--- config.mk ---
export PLATFORM = sky130hd
export DESIGN_NAME = cdb_arbiter_flat
export DESIGN_NICKNAME = d
export VERILOG_FILES = /design/src/rtl/cdb_arbiter_if.sv /design/src/rtl/cdb_arbiter.sv /design/src/flat_wrapper.sv
export SDC_FILE = /design/constraint.sdc
export NUM_CORES = 1
export LEC_CHECK = 0
export CORE_ASPECT_RATIO = 1.2
export CORE_MARGIN = 2
export CORE_UTILIZATION = 53
export CTS_CLUSTER_DIAMETER = 80
export CTS_CLUSTER_SIZE = 28
export DETAILED_ROUTE_END_ITERATION = 10
export PLACE_DENSITY = 0.85
export SKIP_CTS_REPAIR_TIMING = 1
export SYNTH_ARGS = -nofsm -noshare
export SYNTH_HDL_FRONTEND = slang
export SYNTH_SLANG_ARGS = --single-unit
--- constraint.sdc ---
create_clock -name clk -period 4.07 [get_ports clk]
set_input_delay 0.407 -clock clk [delete_from_list [all_inputs] [get_ports clk]]
set_output_delay 0.407 -clock clk [all_outputs]
set_load 0.05 [all_outputs]
--- src/rtl/cdb_arbiter_if.sv ---
// Producer-side and broadcast-side signals of the common data bus arbiter.
// The arbiter takes the slave modport; producers and snoopers take the master.
interface cdb_arbiter_if #(
    parameter int NUM_REQ = 3,
    parameter int TAG_W   = 8,
    parameter int DATA_W  = 32
);
    localparam int W     = TAG_W + DATA_W;
    localparam int SRC_W = (NUM_REQ > 1) ? $clog2(NUM_REQ) : 1;

    logic [NUM_REQ-1:0]   req_valid;
    logic [NUM_REQ*W-1:0] req_bus;
    logic [NUM_REQ-1:0]   req_ready;
    logic                 cdb_valid;
    logic [W-1:0]         cdb_bus;
    logic [SRC_W-1:0]     cdb_src;
    logic                 tag0_err;
    logic                 busy;

    modport master (
        output req_valid, req_bus,
        input  req_ready, cdb_valid, cdb_bus, cdb_src, tag0_err, busy
    );

    modport slave (
        input  req_valid, req_bus,
        output req_ready, cdb_valid, cdb_bus, cdb_src, tag0_err, busy
    );
endinterface

--- src/rtl/cdb_arbiter.sv ---
// Round-robin arbiter sharing one registered {tag, data} broadcast bus among
// the result producers, with one holding buffer per producer.
module cdb_arbiter #(
    parameter int NUM_REQ = 3,
    parameter int TAG_W   = 8,
    parameter int DATA_W  = 32
) (
    input  logic          clk,
    input  logic          rst_n,
    cdb_arbiter_if.slave  cdb
);
    localparam int W     = TAG_W + DATA_W;
    localparam int SRC_W = (NUM_REQ > 1) ? $clog2(NUM_REQ) : 1;

    logic [NUM_REQ-1:0] r_hold_v;
    logic [W-1:0]       r_hold [NUM_REQ];
    logic [SRC_W-1:0]   r_rr;
    logic               r_cdb_valid;
    logic [W-1:0]       r_cdb_bus;
    logic [SRC_W-1:0]   r_cdb_src;
    logic               r_tag0_err;

    logic [NUM_REQ-1:0] w_grant;
    logic [NUM_REQ-1:0] w_ready;
    logic [NUM_REQ-1:0] w_drop;
    logic [NUM_REQ-1:0] w_write;
    logic [SRC_W-1:0]   w_gidx;
    logic [SRC_W-1:0]   w_idx;
    logic               w_gvalid;

    // Round-robin winner: first occupied buffer at or after r_rr, wrapping.
    always_comb begin
        w_gvalid = 1'b0;
        w_gidx   = {SRC_W{1'b0}};
        w_idx    = {SRC_W{1'b0}};
        w_grant  = {NUM_REQ{1'b0}};
        for (int k = 0; k < NUM_REQ; k++) begin
            w_idx = SRC_W'((int'(r_rr) + k) % NUM_REQ);
            if (!w_gvalid && r_hold_v[w_idx]) begin
                w_gvalid = 1'b1;
                w_gidx   = w_idx;
            end else begin
                w_gvalid = w_gvalid;
            end
        end
        if (w_gvalid) begin
            w_grant[w_gidx] = 1'b1;
        end else begin
            w_grant = {NUM_REQ{1'b0}};
        end
    end

    // Accept classification; a tag-0 result is consumed but never buffered.
    always_comb begin
        w_ready = ~r_hold_v | w_grant;
        w_drop  = {NUM_REQ{1'b0}};
        w_write = {NUM_REQ{1'b0}};
        for (int i = 0; i < NUM_REQ; i++) begin
            if (cdb.req_bus[i*W+DATA_W +: TAG_W] == {TAG_W{1'b0}}) begin
                w_drop[i]  = cdb.req_valid[i] & w_ready[i];
                w_write[i] = 1'b0;
            end else begin
                w_drop[i]  = 1'b0;
                w_write[i] = cdb.req_valid[i] & w_ready[i];
            end
        end
    end

    // Holding buffers: a refill wins over the clear caused by a grant.
    always_ff @(posedge clk or negedge rst_n) begin
        if (!rst_n) begin
            r_hold_v <= {NUM_REQ{1'b0}};
            for (int i = 0; i < NUM_REQ; i++) begin
                r_hold[i] <= {W{1'b0}};
            end
        end else begin
            for (int i = 0; i < NUM_REQ; i++) begin
                if (w_write[i]) begin
                    r_hold_v[i] <= 1'b1;
                    r_hold[i]   <= cdb.req_bus[i*W +: W];
                end else if (w_grant[i]) begin
                    r_hold_v[i] <= 1'b0;
                end else begin
                    r_hold_v[i] <= r_hold_v[i];
                end
            end
        end
    end

    // Broadcast register, round-robin pointer and tag-0 error pulse.
    always_ff @(posedge clk or negedge rst_n) begin
        if (!rst_n) begin
            r_cdb_valid <= 1'b0;
            r_cdb_bus   <= {W{1'b0}};
            r_cdb_src   <= {SRC_W{1'b0}};
            r_rr        <= {SRC_W{1'b0}};
            r_tag0_err  <= 1'b0;
        end else begin
            r_tag0_err <= |w_drop;
            if (w_gvalid) begin
                r_cdb_valid <= 1'b1;
                r_cdb_bus   <= r_hold[w_gidx];
                r_cdb_src   <= w_gidx;
                if (w_gidx == SRC_W'(NUM_REQ - 1)) begin
                    r_rr <= {SRC_W{1'b0}};
                end else begin
                    r_rr <= w_gidx + SRC_W'(1);
                end
            end else begin
                r_cdb_valid <= 1'b0;
                r_cdb_bus   <= {W{1'b0}};
            end
        end
    end

    assign cdb.req_ready = w_ready;
    assign cdb.busy      = |r_hold_v;
    assign cdb.cdb_valid = r_cdb_valid;
    assign cdb.cdb_bus   = r_cdb_bus;
    assign cdb.cdb_src   = r_cdb_src;
    assign cdb.tag0_err  = r_tag0_err;

endmodule

--- src/flat_wrapper.sv ---
// flat-port wrapper written by rule: the top's interface ports become plain ports
module cdb_arbiter_flat 
#(
    parameter int NUM_REQ = 3,
    parameter int TAG_W   = 8,
    parameter int DATA_W  = 32
)
  (clk, rst_n, cdb_req_valid, cdb_req_bus, cdb_req_ready, cdb_cdb_valid, cdb_cdb_bus, cdb_cdb_src, cdb_tag0_err, cdb_busy);
  cdb_arbiter_if #(.NUM_REQ(NUM_REQ), .TAG_W(TAG_W), .DATA_W(DATA_W)) cdb_i ();
  input  logic clk;
  input  logic rst_n;
  input wire logic [$bits(cdb_i.req_valid)-1:0] cdb_req_valid;
  input wire logic [$bits(cdb_i.req_bus)-1:0] cdb_req_bus;
  output wire logic [$bits(cdb_i.req_ready)-1:0] cdb_req_ready;
  output wire logic [$bits(cdb_i.cdb_valid)-1:0] cdb_cdb_valid;
  output wire logic [$bits(cdb_i.cdb_bus)-1:0] cdb_cdb_bus;
  output wire logic [$bits(cdb_i.cdb_src)-1:0] cdb_cdb_src;
  output wire logic [$bits(cdb_i.tag0_err)-1:0] cdb_tag0_err;
  output wire logic [$bits(cdb_i.busy)-1:0] cdb_busy;
  assign cdb_i.req_valid = cdb_req_valid;
  assign cdb_i.req_bus = cdb_req_bus;
  assign cdb_req_ready = cdb_i.req_ready;
  assign cdb_cdb_valid = cdb_i.cdb_valid;
  assign cdb_cdb_bus = cdb_i.cdb_bus;
  assign cdb_cdb_src = cdb_i.cdb_src;
  assign cdb_tag0_err = cdb_i.tag0_err;
  assign cdb_busy = cdb_i.busy;
  cdb_arbiter #(.NUM_REQ(NUM_REQ), .TAG_W(TAG_W), .DATA_W(DATA_W)) u_core (.clk(clk), .rst_n(rst_n), .cdb(cdb_i));
endmodule
# After elaboration in Yosys (flattened, before gate mapping)
# Index checks and enable logic that the tools add are counted.
[op_classes]
n_lt_le_gt_ge = 6
div = 3
reduce_logical = 13
muxes = 33
n_bitwise = 6
addsub = 3
eq_ne = 1
[op_table]
columns = ["op", "count"]
rows = [
  ["40-bit 2-to-1 mux", 3],
  ["40-bit binary-select mux with 2-bit select", 1],
  ["32-bit by 3-bit modulo with 32-bit output (second input constant)", 2],
  ["3-bit by 3-bit modulo with 32-bit output (second input constant)", 1],
  ["8-bit logical NOT", 3],
  ["1-bit 2-to-1 mux", 20],
  ["2-bit by 3-bit less-than comparator with 1-bit output (second input constant)", 4],
  ["2-bit 2-to-1 mux", 4],
  ["1-bit binary-select mux with 2-bit select", 3],
  ["2-bit nonzero test", 3],
  ["3-bit OR reduction", 2],
  ["2-bit by 1-bit adder with 3-bit output (second input constant)", 1],
  ["2-bit by 2-bit adder with 3-bit output (second input constant)", 1],
  ["1-bit bitwise AND", 3],
  ["3-bit >= comparator (second input constant)", 1],
  ["1-bit logical AND", 3],
  ["3-bit 2-to-1 mux", 1],
  ["2-bit NOT with 3-bit output", 1],
  ["3-bit NOT", 1],
  ["3-bit bitwise OR", 1],
  ["2-bit by 1-bit adder with 2-bit output (second input constant)", 1],
  ["1-bit demux with 2-bit select", 1],
  ["2-bit equality test (second input constant)", 1],
  ["2-bit by 1-bit >= comparator with 1-bit output (second input constant)", 1],
  ["1-bit logical NOT", 2],
]
[totals]
reg_bits = 169
word_cells = 76
in_bits = 125
output_inout_bits = 48

# Longest topological paths before layout
# Gate-level depths: netlist of the first run.
[logic_depth]
depth_word = 19
depth_mapped = 11
ltp_nobuf = 8

# Worst setup path before layout of the first run
# OpenSTA, ideal clock, no wires.
[synth_timing]
path_type = "flip-flop to flip-flop"
from = "reg u_core.r_rr[0]"
to = "reg u_core.r_hold[40] (netlist bit)"
path_stages_with_launch = 10
t_required_ns = 3.945
slack_ns = 1.043
setup_time_ns = 0.125
period_less_slack_ns = 3.027
path_buffers = 2
arrival_time_ns = 2.903
path_cell_list = "dfrtp_1 -> inv_1 -> ha_1 -> buf_2 -> o2bb2ai_2 -> a311oi_2 -> o21ai_1 -> nor2b_4 -> buf_6 -> mux2_2"
[synth_via]
elab_chain_len = 18
word_cells_on_any_way = 30
cone_classes = "2 x add/sub; 3 x div; 2 x order compare; 16 x mux; 2 x bitwise; 5 x reduce/logical"
[synth_rtl]
columns = ["element", "line_no", "rtl"]
rows = [
  ["from (decl)", "cdb_arbiter.sv:17", "logic [SRC_W-1:0] r_rr;"],
  ["from (signal assigned)", "cdb_arbiter.sv:96", "r_rr <= {SRC_W{1'b0}};"],
  ["from (signal assigned)", "cdb_arbiter.sv:105", "r_rr <= {SRC_W{1'b0}};"],
  ["from (signal assigned)", "cdb_arbiter.sv:107", "r_rr <= w_gidx + SRC_W'(1);"],
  ["branches (longest 14 deep; another with 32-bit by 3-bit modulo with 32-bit output)", "-", ""],
  ["3-bit 2-to-1 mux *", "cdb_arbiter.sv:46", "if (w_gvalid) begin"],
  ["3-bit bitwise OR *", "cdb_arbiter.sv:55", "w_ready = ~r_hold_v | w_grant;"],
  ["via cdb_req_ready[1]", "flat_wrapper.sv:14", "output wire logic [$bits(cdb_i.req_ready)-1:0] cdb_req_ready;"],
  ["1-bit bitwise AND *", "cdb_arbiter.sv:64", "w_write[i] = cdb.req_valid[i] & w_ready[i];"],
  ["1-bit 2-to-1 mux *", "cdb_arbiter.sv:59", "if (cdb.req_bus[i*W+DATA_W +: TAG_W] == {TAG_W{1'b0}}) begin"],
  ["to (signal, indexed assignment)", "cdb_arbiter.sv:74", "r_hold[i] <= {W{1'b0}};"],
  ["to (signal, indexed assignment)", "cdb_arbiter.sv:80", "r_hold[i] <= cdb.req_bus[i*W +: W];"],
  ["to (decl)", "cdb_arbiter.sv:16", "logic [W-1:0] r_hold [NUM_REQ];"],
]
# Mark *: on every way through the listed nets, which the timed path passes. The select of a mux whose other input is x is not followed.
# A chain may end at the register's enable or synchronous reset.

# Worst setup path in the final report of the first run
[layout_timing]
from = "reg u_core.r_rr[0]"
to = "out cdb_req_ready[2]"
[layout_via]
elab_chain_len = 16
word_cells_on_any_way = 28
cone_classes = "2 x add/sub; 3 x div; 2 x order compare; 15 x mux; 1 x bitwise; 5 x reduce/logical"
[layout_rtl]
columns = ["element", "line_no"]
rows = [
  ["branches (longest 14 deep; another with 32-bit by 3-bit modulo with 32-bit output)", "-"],
  ["3-bit 2-to-1 mux *", "cdb_arbiter.sv:46"],
  ["3-bit bitwise OR *", "cdb_arbiter.sv:55"],
  ["to (decl)", "flat_wrapper.sv:14"],
]
# Mark *: on every way between the ends. The select of a mux whose other input is x is not followed.

==> results of run 1 <==
==> per-layer routing <==
| layer | global-route usage (%) | up-vias | part of all wire (%) |
|---|---|---|---|
| li1 | - | 2205 | - |
| met1 | 30.1 | 2463 | 38 |
| met2 | 42.0 | 212 | 52 |
| met3 | 6.89 | 48 | 6.3 |
| met4 | 9.92 | 0 | 3.5 |
| met5 | 0 | - | 0 |
==> through the flow <==
stage | hold WS (ps) | setup WS [ps] | cell area [um2]
after global placement | 456 | 749 | 8970
after floorplan | 111 | 1040 | 7150
after CTS | 150 | 70.4 | 9590
after global routing | 178 | 72.7 | 9600
final | 98.9 | 274 | 9600
after detailed placement | 475 | 553 | 8970
==> cells in the final DEF, fill, tap and decap left out, types with 2 or more instances in the layout <==
cell / instances
mux2i_1: 41
clkinvlp_4: 2
or4_1: 2
o22ai_1: 2
ha_1: 4
nor2b_1: 2
clkinv_4: 2
inv_8: 2
clkbuf_16: 17
o21ai_0: 43
mux2_1: 42
a31oi_1: 3
a21oi_1: 4
o21ai_1: 4
inv_6: 4
nand2_1: 53
nor2_1: 3
clkdlybuf4s50_1: 170
a21oi_4: 2
or2_2: 2
nor4_1: 4
nor3_1: 3
buf_4: 10
nand2b_1: 2
a22o_1: 9
a21o_1: 2
bufinv_16: 3
inv_1: 7
mux2_2: 69
dfrtp_1: 169
==> kinds of logic (layout without fill, tap and decap cells) <==
group | count (synthesis) | count (layout) | synth area share, %
flip-flops | 169 | 169 | 59.2
multiplexers | 154 | 154 | 23.7
AO/OA/AOI/OAI | 82 | 82 | 7.67
AND/OR/NAND/NOR | 79 | 79 | 5.44
buffers and inverters | 37 | 222 | 3.29
adder cells (fa/ha/maj) | 4 | 4 | 0.700
==> state kept, by name (all words and copies together), names as in the netlist <==
signal                count
u_core.cdb.cdb_src        2
u_core.r_hold_v           3
u_core.cdb.cdb_bus       40
u_core.r_rr               2
u_core.r_hold           120
u_core.cdb.cdb_valid      1
u_core.cdb.tag0_err       1
==> final timing paths <==
path | start | endpoint
min | rst_n | u_core.cdb.cdb_bus[7]
max reg2reg | u_core.r_rr[0] | u_core.r_hold[43]
min in group clk | u_core.r_hold[12] | u_core.cdb.cdb_bus[12]
max | u_core.r_rr[0] | cdb_req_ready[2]
max in group asynchronous | rst_n | u_core.cdb.cdb_bus[38]
min reg2reg | u_core.r_hold[12] | u_core.cdb.cdb_bus[12]
==> layout make-up <==
cell class                      instances  area (um2)
Clock buffer                           19         443
Clock inverter                         13         180
Tap cell                              168         210
Inverter                                7        26.3
Fill cell                             904        3580
Timing Repair Buffer                  183        1820
Sequential cell                       169        4230
Multi-Input combinational cell        319        2690
==> impl.org, run 1 <==
** Place
- Gp weighted congestion :: 0.967
- Port Buffers :: 172
- Number of cells in the design after placement :: between 800 and 900
- Summed over all nets, the half-perimeter wirelength after detailed placement is 11.6 mm.

** Drt
- Summed over all layers, the routed wires come to 16.8 mm.
- Routed wirelength normalized by instance count :: approximately 19 um
- After detailed routing, the number of vias per cell comes to roughly 5.6.
- Remaining antenna violation count after routing :: 0
- The first routing iteration left 246 violations.
- For this run, design rule violations remaining after detail routing come to 0.
- Routed via count :: roughly 4900
- For this run, the detailed router's first-pass iteration total came to 4.

** Synthesis
- The synthesized design contains 0 enable-type register cells.
- A synthesized cell averages 13.6 um2.
- Number of synthesis warnings :: 0
- Post-synth top area share :: 59.2%
- Sequential cells were found to cover 59.2% of the synthesized design area.
- Summed over all instances, the cell type with the most area after synthesis is dfrtp_1.
- In this run, distinct cell masters in the synthesized netlist total between 40 and 50.
- Commonest cells in the netlist :: dfrtp_1, mux2_2, nand2_1
- In the synthesized netlist the dominant register cell turns out to be dfrtp_1.
- Async S/R FF share, synth :: 100%
- Top area cells in the synthesized netlist :: dfrtp_1, mux2_2, mux2_1, mux2i_1, o21ai_0
- Synth Register Bits :: 169
- Net Count, Synth :: about 650
- Post-synthesis instance area :: 7150 um2
- Synthesized instance count :: roughly 530
- dfrtp_1 is the most common cell in the netlist.

** STA
- Number of failing setup endpoints in the final timing report :: 0
- Final count of pins violating max slew :: 0
- Setup repair after global routing left no endpoint under its margin.
- Subtracting the final worst setup slack from the clock period gives 3800 ps.
- The final hold violation count was 0.
- Setup total negative slack on the finished layout was measured at 0 ps.
- Clock skew on the completed layout was measured at 11.0 ps.
- Worst rel slew slack :: 35.1%
- Fraction of the cycle the final worst path needs :: 93.3%
- For this run, the top clock speed supported by timing is 263 MHz.
- For the pin with the worst max-slew slack, the measured transition is 974 ps.

** Critical path
- Across all register-to-register paths, the minimum setup slack is 690 ps.
- Worst Setup Start Kind :: register
- Critical path's largest stage delay :: 810 ps
- Counting buffers and inverters, the worst setup path is 8 cells deep.
- Req. time, crit path :: 3660 ps
- The worst register-to-register path has a depth of 9.
- The setup path with the least slack is of type reg2out.
- STA classifies the critical path endpoint as a primary output.
- Critical path arrival :: 3390 ps
- Broken down by cell family, the worst path's largest delay share belongs to buffers and inverters.
- Worst Path Max Fanout :: 11
- Together, buffers and inverters on the worst path number 2.
- Slowest stage cell on the critical path :: clkdlybuf4s50_1
- Sequence of cells on the critical path :: inv_1, ha_1, mux2i_1, or2_2, a2bb2oi_1, o21ai_4, nand2_1, clkdlybuf4s50_1

** Finish
- The number of antenna diodes in the final layout is 0.
- Measured on the finished design, the core utilization comes to 72.8%.
- For this run, the post-layout net count is a little over 800.
- Number of cells in the finished layout apart from fillers :: 878
- From synthesis to final layout, the design area changed by 34.2%.
- Fraction of final layout cells sized beyond drive strength 1 :: 17.7%

** GRT
- The via count of the first global-routing pass came to 5493.
- Initial antenna violation count :: 0
- The first global-routing pass estimated 27.5 mm of wire.
- Leftover overflow at the end of global routing :: 0
- Global routing used 25.1% of the available tracks.
- Pin count of the biggest net entering global routing :: 110

** CTS
- Clock-pin slew was measured on the worst setup and hold paths at 70 ps.
- Clk Latency, worst-skew pair :: between 400 and 500 ps
- Clock Root Buffer :: clkbuf_16
- The H-tree was split into 4 levels.
- Counting the buffers created by CTS gives 17.
- Number of clock sinks :: 169
- In this run the deepest clock path goes through 2 buffers.
- TritonCTS clock tree :: built

** Floorplan
- Die ar. :: 14400 um2
- The die is approximately 110 um wide.
- Initial Util :: 54.2%
- The initialized floorplan defines 46 standard-cell rows.
- Ports :: 173
- The floorplan step set the die height to 131 um.
- Area of the core region :: 13200 um2

** Min path
- Type of the worst min-delay path :: in2async

** Run status
- The flow ran to the end, and the final reports show no timing, DRC or antenna violations.

** Run
- Max-capacitance violation count :: 0
Power of run 1 is left out: the tool's default activity adds up to more than one toggle a clock period on the data nets, which glitch-free logic cannot reach.
==> inputs of run 2 (changes only) <==
--- a/config.mk
+++ b/config.mk
@@ -11,6 +11,7 @@
 export CTS_CLUSTER_DIAMETER = 80
 export CTS_CLUSTER_SIZE = 28
 export DETAILED_ROUTE_END_ITERATION = 10
+export HOLD_SLACK_MARGIN = 0.03
 export PLACE_DENSITY = 0.85
 export SKIP_CTS_REPAIR_TIMING = 1
 export SYNTH_ARGS = -nofsm -noshare
==> constraint.sdc (replaced) <==
create_clock -name clk -period 4.07 [get_ports clk]
set_input_delay 0.407 -clock clk [delete_from_list [all_inputs] [get_ports clk]]
set_output_delay 0.407 -clock clk [all_outputs]
set_load 0.1 [all_outputs]
==> impl.org, run 2 (same netlist as run 1, synthesis figures left out) <==
** STA
- The final max-slew violation count came to 0.
- Aggregate negative setup slack :: 0 ps
- Between clock sinks in the finished design, the worst skew comes to just under 10 ps.
- Final Worst Setup Slack :: 602 ps
- Peak clock frequency supported by timing :: 288 MHz
- Min Hold Slack :: 114 ps
- Worst rel slew slack :: between 30% and 40%
- Setup repair after global routing left no endpoint under its margin.
- Number of failing setup endpoints in the final timing report :: 0
- Hold Vio Cnt, Final :: 0
- Minimum period implied by the final worst setup slack :: between 3000 and 4000 ps
- Fraction of the cycle the final worst path needs :: 85.2%
- Worst-Margin Slew :: 1030 ps

** CTS
- The clock net in this run drives a total of 169 sinks.
- Maximum root-to-sink buffer count :: 2
- Clock edge transition at the registers on the reported setup and hold paths :: 60 ps
- TritonCTS built the clock tree.
- The H-tree was split into 4 levels.
- Clk Latency, worst-skew pair :: 420 ps
- CTS Buf Count :: 17
- Clock Root Buffer :: clkbuf_16

** Drt
- Routed via count :: 4880
- Final WL :: 16.7 mm
- Dividing the detail-routed via count by the number of cells gives 5.58.
- Number of detailed-route iterations in the first pass :: 4
- Dividing the detail-routed wire length by the instance count gives 19.1 um.
- Iteration-0 DRC count of the detailed router :: 178
- Remaining antenna violation count after routing :: 0
- After detailed routing, the number of remaining DRC violations is 0.

** Place
- HPWL after detailed placement :: 11.6 mm
- Number of cells in the design after placement :: 844
- Pre-CTS setup slack :: 732 ps
- Gp weighted congestion :: 0.945
- During placement, the flow inserted port buffers numbering 172.

** GRT
- Pin count of the biggest net entering global routing :: 110
- Initial antenna violation count :: 0
- The via count of the first global-routing pass came to 5373.
- After global routing the overflow that remains totals 0.
- Global-route total usage across every layer :: 25.2%
- The first global-routing pass estimated 27.5 mm of wire.

** Finish
- # nets final :: 824
- Ranked by flip-flop count, first place goes to u_core.r_hold.
- Commonest non-fill, non-tap cell in the layout :: dfrtp_1
- After the flow finishes, the layout carries non-filler instances totaling 875.
- Flip-flop count of the largest register, all copies and words added :: 120
- The area growth from synthesis to layout is 33.2%.
- The number of antenna diodes in the final layout is 0.
- In the final layout, the share of cells above drive strength 1 is 17.5%.
- Leaving out fill and tap cells, the most frequent cells in the layout are dfrtp_1, clkdlybuf4s50_1, mux2_2.
- Fillers :: 887

** Critical path
- Worst r2r path cells :: 9
- The worst setup path is launched from a register.
- Critical path arrival :: 3060 ps
- Crit Path Category :: reg2out
- In this run the critical register-to-register path is launched from u_core.r_rr[0].
- For flop-to-flop paths, the worst setup slack is ~630 ps.
- Worst Path Max Fanout :: 11
- Worst r2r dst :: u_core.r_hold[118]
- Data on the critical path is required at its endpoint by 3660 ps.
- STA classifies the critical path endpoint as a primary output.

** Floorplan
- The total area inside the core boundary comes to 13200 um2.
- Overall die height :: 131 um
- Ports :: ~170
- Floorplan die width :: 110 um
- For this configuration, the core starts out at a cell density of 54.2%.
- The die covers 14400 um2.
- Row generation in the floorplan step produced 46 rows.

** Min path
- Type of the worst min-delay path :: in2async

** Run
- Max-cap violations in this run came to 0.

** Run status
- Status :: completed
==> run 2: routing by layer <==
layer	global-route usage, %	up-vias	routed length [um]
met2	42.5	202	8790
li1	-	2194	-
met5	0	-	0
met3	6.89	39	1120
met1	28.9	2445	6190
met4	12.7	0	642
==> run 2: layout make-up <==
type | count | area [um2] | area share, %
Clock buffer | 20 | 437 | 4.59
Clock inverter | 11 | 124 | 1.30
Inverter | 7 | 26.3 | 0.276
Multi-Input combinational cell | 319 | 2690 | 28.2
Sequential cell | 169 | 4230 | 44.4
Tap cell | 168 | 210 | 2.21
Timing Repair Buffer | 181 | 1810 | 19.0
==> run 2: worst max-delay path, cell delays in order (launching register included) <==
cell and delay (ps):
dfrtp_1 400, inv_1 110, ha_1 470, mux2i_1 240
o2bb2ai_2 270, a211oi_2 130, or2_2 350, o21ai_1 310
buf_4 360
==> run 2: worst max-delay path by stage <==
stage	start	end	slack, ps	cells past startpoint
floorplan	u_core.r_rr[0]	u_core.r_hold[40]	320	9
detailed placement	u_core.r_rr[0]	u_core.r_hold[119]	730	9
global placement	u_core.r_rr[0]	u_core.r_hold[119]	970	9
global route	u_core.r_rr[0]	cdb_req_ready[0]	490	8
CTS	u_core.r_rr[0]	cdb_req_ready[0]	620	8
finish	u_core.r_rr[0]	cdb_req_ready[0]	600	8
==> run 2: through the flow <==
stage               area [um2]  util (%)
floorplan                 7150         -
global placement          8960      68.0
detailed placement        8960      68.0
CTS                       9520      72.2
global route              9520      72.2
finish                    9520      72.2
Power of run 2 is left out for the same reason.
